==> src/rtl/ucaspian_scan_pkg.sv <==
// Shared types and helpers for activity scan blocks.
// Index type is sized for the widest supported bitfield.
package ucaspian_scan_pkg;

  localparam int MAX_SCAN_WIDTH = 256;

  typedef logic [$clog2(MAX_SCAN_WIDTH)-1:0] scan_idx_t;

  function automatic logic [MAX_SCAN_WIDTH-1:0]
    onehot_clr(input scan_idx_t idx);
    logic [MAX_SCAN_WIDTH-1:0] m;
    m = '1;
    m[idx] = 1'b0;
    return m;
  endfunction

endpackage

==> src/rtl/activity_scan_queue_if.sv <==
// Delivery port of the activity scan queue.
// master drives index/valid, slave returns ready.
interface activity_scan_queue_if #(
  parameter int WIDTH = 16
);

  localparam int IDX_W = $clog2(WIDTH);

  logic             out_vld;
  logic             out_rdy;
  logic [IDX_W-1:0] out_idx;

  modport master (
    output out_vld,
    output out_idx,
    input  out_rdy
  );

  modport slave (
    input  out_vld,
    input  out_idx,
    output out_rdy
  );

endinterface

==> src/rtl/find_first_set.sv <==
// LSB-first set-bit encoder; idx is 0 when nothing is set.
// ACTIVITY_SCAN_RR_EN: search begins at rr_ptr and wraps.
module find_first_set #(
  parameter  int WIDTH = 16,
  localparam int IDX_W = $clog2(WIDTH)
) (
  input  logic [WIDTH-1:0] vec,
`ifdef ACTIVITY_SCAN_RR_EN
  input  logic [IDX_W-1:0] rr_ptr,
`endif
  output logic [IDX_W-1:0] idx,
  output logic             none_found
);

  logic [WIDTH-1:0] rot;
  logic [IDX_W-1:0] enc;

`ifdef ACTIVITY_SCAN_RR_EN
  // rotate right so rr_ptr lands at bit 0
  always_comb begin
    rot = '0;
    for (int i = 0; i < WIDTH; i++)
      rot[i] = vec[IDX_W'(i) + rr_ptr];
  end
  assign idx = enc + rr_ptr;
`else
  assign rot = vec;
  assign idx = enc;
`endif

  // lowest set bit of the (rotated) vector
  always_comb begin
    enc = '0;
    for (int i = WIDTH - 1; i >= 0; i--)
      if (rot[i]) enc = IDX_W'(i);
  end

  assign none_found = ~|vec;

endmodule

==> src/rtl/activity_scan_queue.sv <==
// Pending-activity bitfield drained one index per transfer.
// ACTIVITY_SCAN_RR_EN selects round-robin over fixed priority.
module activity_scan_queue
  import ucaspian_scan_pkg::*;
#(
  parameter  int WIDTH = 16,
  localparam int IDX_W = $clog2(WIDTH)
) (
  input  logic               clk,
  input  logic               reset_n,
  input  logic               set_vld,
  input  logic [WIDTH-1:0]   set_mask,
  input  logic               flush,
  activity_scan_queue_if.master out_if,
  output logic [WIDTH-1:0]   pending,
  output logic               idle
);

  logic [WIDTH-1:0] pend_q;
  logic [WIDTH-1:0] pend_nx;
  logic [WIDTH-1:0] clr_mask;
  logic             out_vld_q;
  logic [IDX_W-1:0] out_idx_q;
  logic [IDX_W-1:0] sel;
  logic             none;
  logic             load_en;
  logic             take;

`ifdef ACTIVITY_SCAN_RR_EN
  logic [IDX_W-1:0] rr_ptr;
`endif

  find_first_set #(.WIDTH(WIDTH)) u_ffs (
    .vec        (pend_q),
`ifdef ACTIVITY_SCAN_RR_EN
    .rr_ptr     (rr_ptr),
`endif
    .idx        (sel),
    .none_found (none)
  );

  assign load_en  = ~out_vld_q | out_if.out_rdy;
  assign take     = load_en & ~none & ~flush;
  assign clr_mask = WIDTH'(onehot_clr(scan_idx_t'(sel)));

  // drop the bit being loaded, then merge new sets
  always_comb begin
    pend_nx = pend_q;
    if (flush)
      pend_nx = '0;
    else if (take)
      pend_nx = pend_q & clr_mask;
    if (set_vld)
      pend_nx = pend_nx | set_mask;
  end

  // pending bitfield register
  always_ff @(posedge clk or negedge reset_n) begin
    if (!reset_n)
      pend_q <= '0;
    else
      pend_q <= pend_nx;
  end

  // output stage: reload when empty or accepted
  always_ff @(posedge clk or negedge reset_n) begin
    if (!reset_n) begin
      out_vld_q <= 1'b0;
      out_idx_q <= '0;
    end else if (flush) begin
      out_vld_q <= 1'b0;
    end else if (load_en) begin
      out_vld_q <= ~none;
      if (!none)
        out_idx_q <= sel;
    end
  end

`ifdef ACTIVITY_SCAN_RR_EN
  // next search starts just past the last loaded index
  always_ff @(posedge clk or negedge reset_n) begin
    if (!reset_n)
      rr_ptr <= '0;
    else if (take)
      rr_ptr <= sel + IDX_W'(1);
  end
`endif

  assign out_if.out_vld = out_vld_q;
  assign out_if.out_idx = out_idx_q;
  assign pending        = pend_q;
  assign idle           = ~out_vld_q & ~|pend_q;

endmodule

==> src/flat_wrapper.sv <==
// flat-port wrapper written by rule: the top's interface ports become plain ports
module activity_scan_queue_flat import ucaspian_scan_pkg::*;
#(
  parameter  int WIDTH = 16,
  localparam int IDX_W = $clog2(WIDTH)
)
  (clk, reset_n, set_vld, set_mask, flush, pending, idle, out_if_out_vld, out_if_out_idx, out_if_out_rdy);
  activity_scan_queue_if #(.WIDTH(WIDTH)) out_if_i ();
  input  logic clk;
  input  logic reset_n;
  input  logic set_vld;
  input  logic [WIDTH-1:0] set_mask;
  input  logic flush;
  output logic [WIDTH-1:0] pending;
  output logic idle;
  output wire logic [$bits(out_if_i.out_vld)-1:0] out_if_out_vld;
  output wire logic [$bits(out_if_i.out_idx)-1:0] out_if_out_idx;
  input wire logic [$bits(out_if_i.out_rdy)-1:0] out_if_out_rdy;
  assign out_if_out_vld = out_if_i.out_vld;
  assign out_if_out_idx = out_if_i.out_idx;
  assign out_if_i.out_rdy = out_if_out_rdy;
  activity_scan_queue #(.WIDTH(WIDTH)) u_core (.clk(clk), .reset_n(reset_n), .set_vld(set_vld), .set_mask(set_mask), .flush(flush), .out_if(out_if_i), .pending(pending), .idle(idle));
endmodule
==> config.mk <==
export PLATFORM = sky130hd
export DESIGN_NAME = activity_scan_queue_flat
export DESIGN_NICKNAME = d
export VERILOG_FILES = /design/src/rtl/ucaspian_scan_pkg.sv /design/src/rtl/activity_scan_queue_if.sv /design/src/rtl/find_first_set.sv /design/src/rtl/activity_scan_queue.sv /design/src/flat_wrapper.sv
export SDC_FILE = /design/constraint.sdc
export NUM_CORES = 1
export LEC_CHECK = 0
export ABC_CLOCK_PERIOD_IN_PS = 3500
export BUFFER_PORTS_ARGS = -buffer_cell sky130_fd_sc_hd__buf_2
export CAP_MARGIN = 10
export CORE_MARGIN = 2
export CORE_UTILIZATION = 52
export DETAILED_ROUTE_END_ITERATION = 7
export HOLD_SLACK_MARGIN = 0.05
export PLACE_DENSITY_LB_ADDON = 0.12
export RECOVER_POWER = 100
export SLEW_MARGIN = 30
export SYNTH_ARGS = -nofsm -noshare
export SYNTH_HDL_FRONTEND = slang
export SYNTH_HIERARCHICAL = 1
export SYNTH_SLANG_ARGS = --single-unit
==> constraint.sdc <==
create_clock -name clk -period 3.5 [get_ports clk]
set_input_delay 0.525 -clock clk [delete_from_list [all_inputs] [get_ports clk]]
set_output_delay 0.525 -clock clk [all_outputs]
set_load 0.01 [all_outputs]
==> results.json <==
{
  "status": "finished clean",
  "netlist_area_um2": 1170,
  "holdBufCountCts": 0,
  "power_leakage_nw": 0.544,
  "dp_cells": 181,
  "syn-num-nets": 138,
  "synth-edff-count": 0,
  "clkLatencyLatePin_ns": 0.30,
  "p_per_area_nw_per_um2": 430,
  "fmax_ghz": 0.405,
  "root_buffer": "clkbuf_4",
  "port_buffers": 42,
  "clockBufferDepth": 2,
  "grt_max_degree": 22,
  "drt_first_pass_iters": 6,
  "place.gp.congestion": 0.881,
  "fp.dieW_um": 51.5,
  "post-dp-hpwl_um": 2260,
  "tritoncts": "built",
  "clk_pin_slew_worst_paths_ns": 0.12,
  "clock_skew_ns": 0.00321,
  "rsz0062_at_grt": "false",
  "yosysWarningCount": 6,
  "core_area_um2": 2170,
  "cts_sinks": 21,
  "min_path_cells": 2,
  "place_area_um2": 1390,
  "synth.most_common_cell": "dfrtp_1",
  "synthTopCellsByArea": "dfrtp_1, a32o_1, nand4_1, nand3_1, mux2_2",
  "yosysTopAreaCell": "dfrtp_1",
  "drt-total-wl_um": 3160,
  "worstPathMaxFanout": 8,
  "cp.required_ns": 3.70,
  "n_antenna_cell": 0,
  "arrival_ns": 2.67,
  "synth_area_per_cell_um2": 10.0,
  "worst_pin_slew_ns": 1.14,
  "final_hold_viol_count": 0,
  "vias": 1161,
  "postSynthCellCount": 117,
  "worstReg2RegStart": "u_core/pending[10]$_DFF_PN0_",
  "grt_pass1_wl_um": 5020,
  "fin_nets": 179,
  "startpoint": "u_core/pending[10]$_DFF_PN0_",
  "drv_slew": 0,
  "initial_core_util": 0.542,
  "ys_ff_latch": 21,
  "setup-violations-final": 0,
  "io_pins": 43,
  "cp-end-kind": "flip-flop",
  "start_kind": "flip-flop",
  "worstHoldPathType": "input pin to flip-flop",
  "grt_pass1_vias": 1065,
  "hold_path.startpoint": "flush",
  "antenna_left": 0,
  "drtIter0Drc": 56,
  "synthFlopType": "dfrtp_1",
  "track_usage": 0.255,
  "totalPowerFinal_mw": 0.583,
  "route.detailed.drc": 0,
  "grt_overflow": 0,
  "setup_tns_ns": 0,
  "fin_crit_sh": 0.706,
  "maxCapViolations": 0,
  "antenna_found_initial": 0,
  "synth_cell_type_count": 28,
  "hold_slack_ns": 0.388,
  "netlist.area_leader.share": 0.447,
  "syn_to_final_growth_pct": 15.4,
  "instances_no_fill": 185,
  "dieHeight_um": 51.5,
  "wl_per_cell_um": 17.1,
  "drive_gt1_frac": 0.178,
  "seq_area_frac_synth": 0.447,
  "ff2ff_path_depth": 6,
  "irDropWorstVdd_mv": 0.320,
  "post_cts_buffers": 0,
  "dieArea_um2": 2660,
  "htreeDepth": 1,
  "numCtsBuffers": 3,
  "yosys-top-cells-count": "dfrtp_1, a32o_1, nand3_1, nor2_1, nand4_1",
  "num_rows": 17,
  "slew_headroom": 0.238,
  "synthArstFlopShare": 1.00,
  "final.min_clock_period_ns": 2.47,
  "critPathKind": "flip-flop to flip-flop",
  "fin_area_um2": 1360,
  "via_per_inst": 6.28,
  "cts.repair.resized": 0
}
[sequential cells by signal, summed over array words and instances, names as in the netlist]
register and flops:
u_core/out_if.out_vld 1, u_core/out_if.out_idx 4, u_core/pending 16
[critical path: stages, from the launching register on]
cell and delay (ns):
dfrtp_1 0.47, nor4_1 0.53, nand2b_1 0.11, a21oi_1 0.26, nor2b_1 0.48, nand3_1 0.20, a32o_1 0.32
[through the flow]
stage	util	setup slack, ns
floorplan	-	1.52
global placement	0.640	1.12
detailed placement	0.640	1.09
CTS	0.652	1.09
global route	0.625	0.802
finish	0.625	1.03
[cells by family after synthesis]
| group | count (synthesis) | share of synthesized area |
|---|---|---|
| AOI/OAI and AO/OA | 27 | 0.192 |
| buffers and inverters | 10 | 0.0405 |
| and+or+nand+nor | 55 | 0.282 |
| muxes | 4 | 0.0383 |
| DFF | 21 | 0.447 |
[routing by layer]
metal	up-vias	track usage	part of all wire
met1	554	0.361	0.44
met4	0	0.101	0.0085
li1	544	-	-
met2	59	0.391	0.47
met3	4	0.0402	0.083
met5	-	0	0
[placed cells by master (no fill, tap or decap)]
cell type	instances
clkbuf_4	3
dfrtp_1	21
nor3_1	3
a32o_1	16
a21oi_1	5
nand3_1	10
o31ai_1	1
nand2_1	5
and2_1	1
nor4_2	1
nor2_1	11
o21ai_0	1
a21oi_2	1
buf_2	19
nor2b_1	3
nand4_1	9
and3b_1	1
o311a_1	1
clkbuf_1	24
a31oi_1	1
nor4_1	6
nand2b_1	3
nor3b_1	2
mux2_2	4
o22ai_1	1
inv_1	4
[layout make-up]
cell class	count	area [um^2]
clock buffer	4	26.3
fill	218	813
inverter	4	15.0
multi-input combinational	86	573
sequential	21	526
tap	28	35.0
timing repair buffer	42	181
[report_power, final]
group          switching (mW)  internal, mW  leakage, nW  total (mW)
registers              0.0353         0.269        0.259       0.304
clock network          0.0738        0.0445       0.0150       0.118
logic                  0.0952        0.0657        0.269       0.161
[worst paths after layout]
path                                                        end  slack (ns)
setup / recovery                    u_core/pending[7]$_DFF_PN0_        1.03
hold / removal                u_core/out_if.out_vld$_DFFE_PN0P_        0.39
setup reg to reg                    u_core/pending[7]$_DFF_PN0_        1.03
hold reg to reg            u_core/out_if.out_idx[3]$_DFFE_PN0P_        0.52
max in group asynchronous     u_core/out_if.out_vld$_DFFE_PN0P_        2.41
min in group asynchronous          u_core/pending[15]$_DFF_PN0_        0.41
Note: power is estimated with default switching activity, not from simulation.
